**src/rtl/altlogic_pkg.sv**
```systemverilog
// altlogic_pkg: shared types, default sizing and the alternating AND/OR reference rule
// for the altlogic host and its optional expected-result generator.
package altlogic_pkg;

    localparam int ALT_NUM_BITS    = 4;
    localparam int ALT_TIMEOUT_CYC = 32;

    typedef enum logic [1:0] {
        IDLE   = 2'd0,
        LAUNCH = 2'd1,
        WAIT   = 2'd2,
        HOLD   = 2'd3
    } alt_state_e;

    // Even bit positions combine with AND, odd positions with OR.
    function automatic logic alt_bit(input int idx, input logic a, input logic b);
        return idx[0] ? (a | b) : (a & b);
    endfunction

    function automatic logic [ALT_NUM_BITS-1:0] alt_ref(input logic [ALT_NUM_BITS-1:0] a,
                                                         input logic [ALT_NUM_BITS-1:0] b);
        logic [ALT_NUM_BITS-1:0] r;
        r = '0;
        for (int i = 0; i < ALT_NUM_BITS; i++) begin
            r[i] = alt_bit(i, a[i], b[i]);
        end
        return r;
    endfunction

endpackage

```
**src/rtl/altlogic_ref_model.sv**
```systemverilog
// altlogic_ref_model: combinational expected result for an operand pair, any width,
// built bit by bit from the package's alternating AND/OR rule.
module altlogic_ref_model
    import altlogic_pkg::*;
#(
    parameter int NUM_BITS = ALT_NUM_BITS
) (
    input  logic [NUM_BITS-1:0] i_op_a,
    input  logic [NUM_BITS-1:0] i_op_b,
    output logic [NUM_BITS-1:0] o_expected
);

    always_comb begin
        o_expected = '0;
        for (int i = 0; i < NUM_BITS; i++) begin
            o_expected[i] = alt_bit(i, i_op_a[i], i_op_b[i]);
        end
    end

endmodule

```
**src/rtl/altlogic_host.sv**
```systemverilog
// altlogic_host: valid/ready initiator that launches the alternating AND/OR unit, waits for
// done with a timeout and returns the result. Define ALTLOGIC_HOST_CHECK_EN for result checking.
module altlogic_host
    import altlogic_pkg::*;
#(
    parameter int NUM_BITS    = ALT_NUM_BITS,
    parameter int TIMEOUT_CYC = ALT_TIMEOUT_CYC
) (
    input  logic                clk,
    input  logic                reset,
    input  logic                in_valid,
    output logic                in_ready,
    input  logic [NUM_BITS-1:0] in_a,
    input  logic [NUM_BITS-1:0] in_b,
    output logic                unit_s,
    output logic [NUM_BITS-1:0] unit_ain,
    output logic [NUM_BITS-1:0] unit_bin,
    input  logic [NUM_BITS-1:0] unit_c,
    input  logic                unit_done,
    output logic                out_valid,
    input  logic                out_ready,
    output logic [NUM_BITS-1:0] out_c,
    output logic                out_tmo,
    output logic                mismatch,
    output logic                busy
);

    localparam int               CNT_W    = $clog2(TIMEOUT_CYC + 1);
    localparam logic [CNT_W-1:0] CNT_LAST = CNT_W'(TIMEOUT_CYC - 1);

    // Handshakes: a transfer happens on a rising edge where valid and ready are both high;
    // the producer holds valid and its data stable until that edge.
    alt_state_e          r_state;
    alt_state_e          w_next;
    logic                w_accept;
    logic                w_done_cap;
    logic                w_tmo_cap;
    logic [NUM_BITS-1:0] r_op_a;
    logic [NUM_BITS-1:0] r_op_b;
    logic [CNT_W-1:0]    r_cnt;
    logic [NUM_BITS-1:0] r_out_c;
    logic                r_out_tmo;

    always_ff @(posedge clk or posedge reset) begin
        if (reset) begin
            r_state <= IDLE;
        end else begin
            r_state <= w_next;
        end
    end

    always_comb begin
        w_next     = r_state;
        w_accept   = 1'b0;
        w_done_cap = 1'b0;
        w_tmo_cap  = 1'b0;
        in_ready   = 1'b0;
        unit_s     = 1'b0;
        out_valid  = 1'b0;
        busy       = 1'b1;
        case (r_state)
            IDLE: begin
                in_ready = 1'b1;
                busy     = 1'b0;
                if (in_valid) begin
                    w_accept = 1'b1;
                    w_next   = LAUNCH;
                end
            end
            LAUNCH: begin
                unit_s = 1'b1;
                w_next = WAIT;
            end
            WAIT: begin
                // A done arriving on the last allowed cycle still counts as a real result.
                if (unit_done) begin
                    w_done_cap = 1'b1;
                    w_next     = HOLD;
                end else if (r_cnt == CNT_LAST) begin
                    w_tmo_cap = 1'b1;
                    w_next    = HOLD;
                end
            end
            HOLD: begin
                out_valid = 1'b1;
                if (out_ready) begin
                    w_next = IDLE;
                end
            end
            default: begin
                w_next = IDLE;
            end
        endcase
    end

    always_ff @(posedge clk or posedge reset) begin
        if (reset) begin
            r_op_a    <= '0;
            r_op_b    <= '0;
            r_cnt     <= '0;
            r_out_c   <= '0;
            r_out_tmo <= 1'b0;
        end else begin
            if (w_accept) begin
                r_op_a <= in_a;
                r_op_b <= in_b;
            end
            if (r_state == LAUNCH) begin
                r_cnt <= '0;
            end else if (r_state == WAIT) begin
                r_cnt <= r_cnt + CNT_W'(1);
            end
            if (w_done_cap) begin
                r_out_c   <= unit_c;
                r_out_tmo <= 1'b0;
            end else if (w_tmo_cap) begin
                r_out_c   <= '0;
                r_out_tmo <= 1'b1;
            end
        end
    end

    assign unit_ain = r_op_a;
    assign unit_bin = r_op_b;
    assign out_c    = r_out_c;
    assign out_tmo  = r_out_tmo;

`ifdef ALTLOGIC_HOST_CHECK_EN
    logic [NUM_BITS-1:0] w_expected;
    logic                r_mismatch;

    altlogic_ref_model #(
        .NUM_BITS (NUM_BITS)
    ) u_ref_model (
        .i_op_a     (r_op_a),
        .i_op_b     (r_op_b),
        .o_expected (w_expected)
    );

    // Registered alongside out_c so it is qualified by the same out_valid.
    always_ff @(posedge clk or posedge reset) begin
        if (reset) begin
            r_mismatch <= 1'b0;
        end else if (w_done_cap) begin
            r_mismatch <= (unit_c != w_expected);
        end else if (w_tmo_cap) begin
            r_mismatch <= 1'b0;
        end
    end

    assign mismatch = r_mismatch;
`else
    assign mismatch = 1'b0;
`endif

endmodule
```
**config.mk**
```make
export PLATFORM = sky130hd
export DESIGN_NAME = altlogic_host
export DESIGN_NICKNAME = d
export VERILOG_FILES = /design/src/rtl/altlogic_pkg.sv /design/src/rtl/altlogic_ref_model.sv /design/src/rtl/altlogic_host.sv
export SDC_FILE = /design/constraint.sdc
export NUM_CORES = 1
export LEC_CHECK = 0
export ABC_AREA = 1
export CAP_MARGIN = 20
export CORE_MARGIN = 2
export CORE_UTILIZATION = 55
export CTS_BUF_LIST = sky130_fd_sc_hd__clkbuf_4 sky130_fd_sc_hd__clkbuf_8
export CTS_CLUSTER_DIAMETER = 150
export DETAILED_ROUTE_END_ITERATION = 12
export DONT_BUFFER_PORTS = 1
export PLACE_DENSITY = 0.7
export RECOVER_POWER = 25
export SLEW_MARGIN = 10
export SYNTH_ARGS = -nofsm -noshare
export SYNTH_HDL_FRONTEND = slang
export SYNTH_SLANG_ARGS = --single-unit
```
**constraint.sdc**
```tcl
create_clock -name clk -period 4.1 [get_ports clk]
set_input_delay 0.615 -clock clk [delete_from_list [all_inputs] [get_ports clk]]
set_output_delay 0.615 -clock clk [all_outputs]
set_load 0.02 [all_outputs]
```
### Word level (Yosys, flattened, before mapping)

Cells that the tools add are included.

| storage, ports and cells | value |
|---|---|
| bits in registers | 21 |
| latch bits | 0 |
| RAM bits | 0 |
| bits in read-only memories | 0 |
| input bits | 17 |
| output and inout bits | 18 |
| word-level logic and storage cells | 40 |
| memories kept | 0 |

| cells by class | value |
|---|---|
| add/subtract/negate cells | 1 |
| multipliers | 0 |
| divide/modulo/power cells | 0 |
| magnitude comparators | 0 |
| eq/ne operators | 7 |
| shift operators | 0 |
| mux-type cells | 22 |
| bitwise logic cells | 0 |
| reduce and logical (&&, ||, !) cells | 4 |

Operators by type and width:

| kind | count |
|---|---|
| 2-to-1 mux 1 bit | 13 |
| 2-to-1 mux 6 bit | 2 |
| 2-to-1 mux 2 bit | 4 |
| 2-to-1 mux 4 bit | 2 |
| case mux 2 bit (4 select lines) | 1 |
| adder 6 x 1 -> 6 bit, second input constant | 1 |
| == test 6 x 5 -> 1 bit, second input constant | 1 |
| == test 2 bit, second input constant | 2 |
| != test 2 bit, second input constant | 2 |
| nonzero test 2 bit | 2 |
| != test 3 bit, second input constant | 1 |
| AND reduction 3 bit | 1 |
| == test 2 x 1 -> 1 bit, second input constant | 1 |
| zero test 2 bit | 1 |

### Longest topological paths before layout

| logic depth | value |
|---|---|
| depth in word-level cells | 6 |
| mapped depth | 8 |
| depth with buffers taken out | 8 |

### Worst setup path before layout

Ideal clock, no wire load.

| path | value |
|---|---|
| path kind | reg-to-output |
| from | reg r_state[0] |
| to | out busy |
| arrival time | 0.982 ns |
| required time | 3.485 ns |
| slack | 2.503 ns |
| stages on the path, launching flop included | 4 |
| buffers on the path | 0 |
| path through | dfrtp_1 inv_1 ha_1 inv_1 |

| on the way | value |
|---|---|
| longest elaborated chain between the ends | 2 |

Ends and longest elaborated chain:

| item | line | text |
|---|---|---|
| start: declaration | altlogic_host.sv:33 | `alt_state_e r_state;` |
| start signal: assignment | altlogic_host.sv:48 | `r_state <= w_next;` |
| zero test 2 bit | altlogic_host.sv:61 | `case (r_state)` |
| 2-to-1 mux 1 bit | altlogic_host.sv:61 |  |
| end: declaration | altlogic_host.sv:25 | `output logic busy` |

No other way between the ends.

### Final worst setup path

Same ends and word-level chain as after synthesis.

==> impl_metrics.toml <==
[yosys]
synth-xor-area-share = 0
synth_top_family_by_area = "simple AND/OR/NAND/NOR gates"
yosys-top-cells-area = "dfrtp_1 (51%), mux2_2 (8.7%), ha_1 (7.3%)"
ys.warnings.count = 0
postSynthCellCount = 105
yosys.area.top_type_share = 0.508
synth_fa_ha_area_frac = 0.0726
syn_nets = 128
synth_area_per_cell_sq_um = 9.84
muxShareOfSynthArea = 0.0969
ys_seq_area_frac = 0.508
synth_compound_area_frac = 0.0593
synth_seq_cells = 21
synth_cell_types = 22
synth-simple-area-share = 0.196
syn_area_sq_mm = 0.00103
synth_largest_area_cell = "dfrtp_1"

[run]
drv_cap = 0

[global_routing]
grt_pass1_wl_um = 2610
grt_pass1_vias = 630
grt_overflow = 0
grt_max_degree = 22
antenna_found_initial = 0
grt_usage = 0.172

[clock_tree]
root_buffer = "clkbuf_4"
cts_sinks = 21
clockBufferDepth = 2
cts_max_level = 1
ctsHoldBuffers = 0
cts_resized = 0
numCtsBuffers = 3
insertion_delay_ns = 0.30
clk_pin_slew_ns = 0.12
postCtsSetupBuffers = 0
cts_tree = "yes"

[status]
outcome = "finished, final reports clean"

[finish]
finish.net_count = 131
area_growth_pct = 4.48
drive_gt1_frac = 0.178
layoutNonFillerInstCount = 132
diodes = 0
postLayoutCellArea_sq_mm = 0.00108

[route]
detail_route.iter0.violations = 3
firstDrtPassIters = 3
wirelength_um = 1620
drtAntennaViolNets = 0
drc_errors = 0
viasPerCell = 5.15
drt-wirelength-per-cell_um = 12.3
vias = 680

[worst_setup_path]
cpMostUsedCell = "inv_1"
critPathKind = "reg -> out"
cp_max_fo = 4
endpoint_kind = "output pin"
crit_required_ns = 3.48
start_kind = "register"
worstPathArrival_ns = 1.38
max_stage_delay_ns = 0.43
ff2ff_setup_slack_ns = 2.57
crit_slowest_cell = "dfrtp_1"
path_cells = "inv_1, ha_1, inv_1"

[sta]
min_period_ns = 1.99
hold_viol_final = 0
worst_slew_pin_slew_ns = 0.772
fin_worst_skew_ns = 0.00234
setup_violations = 0
rsz0062_at_grt = "false"
relSlewSlack = 0.485
fmax_mhz = 502
min_period_over_period = 0.486
slew_viol_final = 0
setup_ws_ns = 2.11
fin_setup_tns_ns = 0

[pwr]
total_power_mw = 0.869
p_leak_nw = 0.540
powerDensity_mw_per_mm2 = 805
ir_drop_mv = 0.507

[floorplanning]
die_x_um = 47.4
die_h_um = 47.4
dieArea_sq_mm = 0.00224
ios = 35
row_count = 15
coreArea_sq_mm = 0.00175
start_util = 0.592

[placed_design]
dp_cells = 128
place_ws_ns = 2.44
port-buffer-count = 0
placed_cell_area_sq_mm = 0.00105
dpl.hpwl_um = 1280
gp_congestion = 0.687

[min_path]
hp-class = "in -> async"
-- cell type report --
| cell class | instances | area [sq um] |
|---|---|---|
| flip-flops and latches | 21 | 526 |
| multi-input cells | 68 | 443 |
| inverters | 14 | 52.6 |
| fillers | 159 | 666 |
| clock inverters | 1 | 5.00 |
| well taps | 25 | 31.3 |
| clock buffers | 3 | 22.5 |
-- final timing paths --
check / endpoint / start / cells after the start
worst min-delay path: out_c[3] / reset / 1
worst min register to register: r_cnt[0] / r_cnt[0] / 1
min in group clk: out_c[1] / unit_c[1] / 2
worst max-delay path: busy / r_state[0] / 3
worst max register to register: unit_ain[3] / r_state[0] / 4
max in group asynchronous: r_state[1] / reset / 1
-- power by group --
group	switching, mW	total (mW)	internal, mW
clock network	0.0619	0.0983	0.0363
registers	0.142	0.440	0.298
logic	0.188	0.331	0.142
-- per-layer routing --
metal,routed length (um),track usage
met3,89,0.0500
met1,739,0.219
met2,779,0.268
met4,12,0.0833
met5,0,0
-- stage by stage --
stage / utilization / hold slack, ns
3_3_place_gp: 0.603 / 0.499
5_1_grt: 0.619 / 0.387
4_1_cts: 0.619 / 0.345
6_report: 0.619 / 0.327
2_1_floorplan: - / 0.478
3_5_place_dp: 0.603 / 0.509
-- layout by cell type, fill, tap and decap left out --
cell type	count
or2_1	1
dfrtp_1	21
o21ai_0	2
o21bai_4	1
and3b_1	1
mux2i_1	1
nand3_2	1
nand2_2	2
a21oi_1	3
mux2_2	8
a21boi_1	1
clkinv_2	1
nand3_1	12
conb_1	1
ha_1	6
clkbuf_4	3
or2_2	1
o21ai_1	2
nand2_1	19
nor2_2	2
inv_1	14
nor2_1	4
-- logic make-up (layout without fill, tap and decap cells) --
| kind of cell | Yosys count | count (layout) |
|---|---|---|
| other cells | 1 | 1 |
| flops | 21 | 21 |
| fa+ha+maj | 6 | 6 |
| compound gates | 9 | 9 |
| simple gates | 43 | 43 |
| buf+inv | 16 | 18 |
| mux | 9 | 9 |
-- critical path: cells and delay by family, from the launching register on --
family	cells	cell delay [ns]
flops	1	0.43
fa+ha+maj	1	0.35
buf+inv	2	0.30
-- sequential cells by signal (all words and copies together), names as in the netlist --
register and flops:
unit_bin 4, r_state 2, unit_ain 4, out_tmo 1, r_cnt 6, out_c 4
-- cell usage after synthesis, drive strengths merged --
| library cell | instances |
|---|---|
| nand3 | 13 |
| inv | 14 |
| o21ai | 4 |
| or2 | 2 |
| mux2 | 8 |
| ha | 6 |
| mux2i | 1 |
| nand2 | 21 |
| dfrtp | 21 |
| conb | 1 |
| o21bai | 1 |
| a21oi | 3 |
| and3b | 1 |
| nor2 | 6 |
| a21boi | 1 |
| clkbuf | 1 |
| buf | 1 |
(Power assumes the default switching activity.)
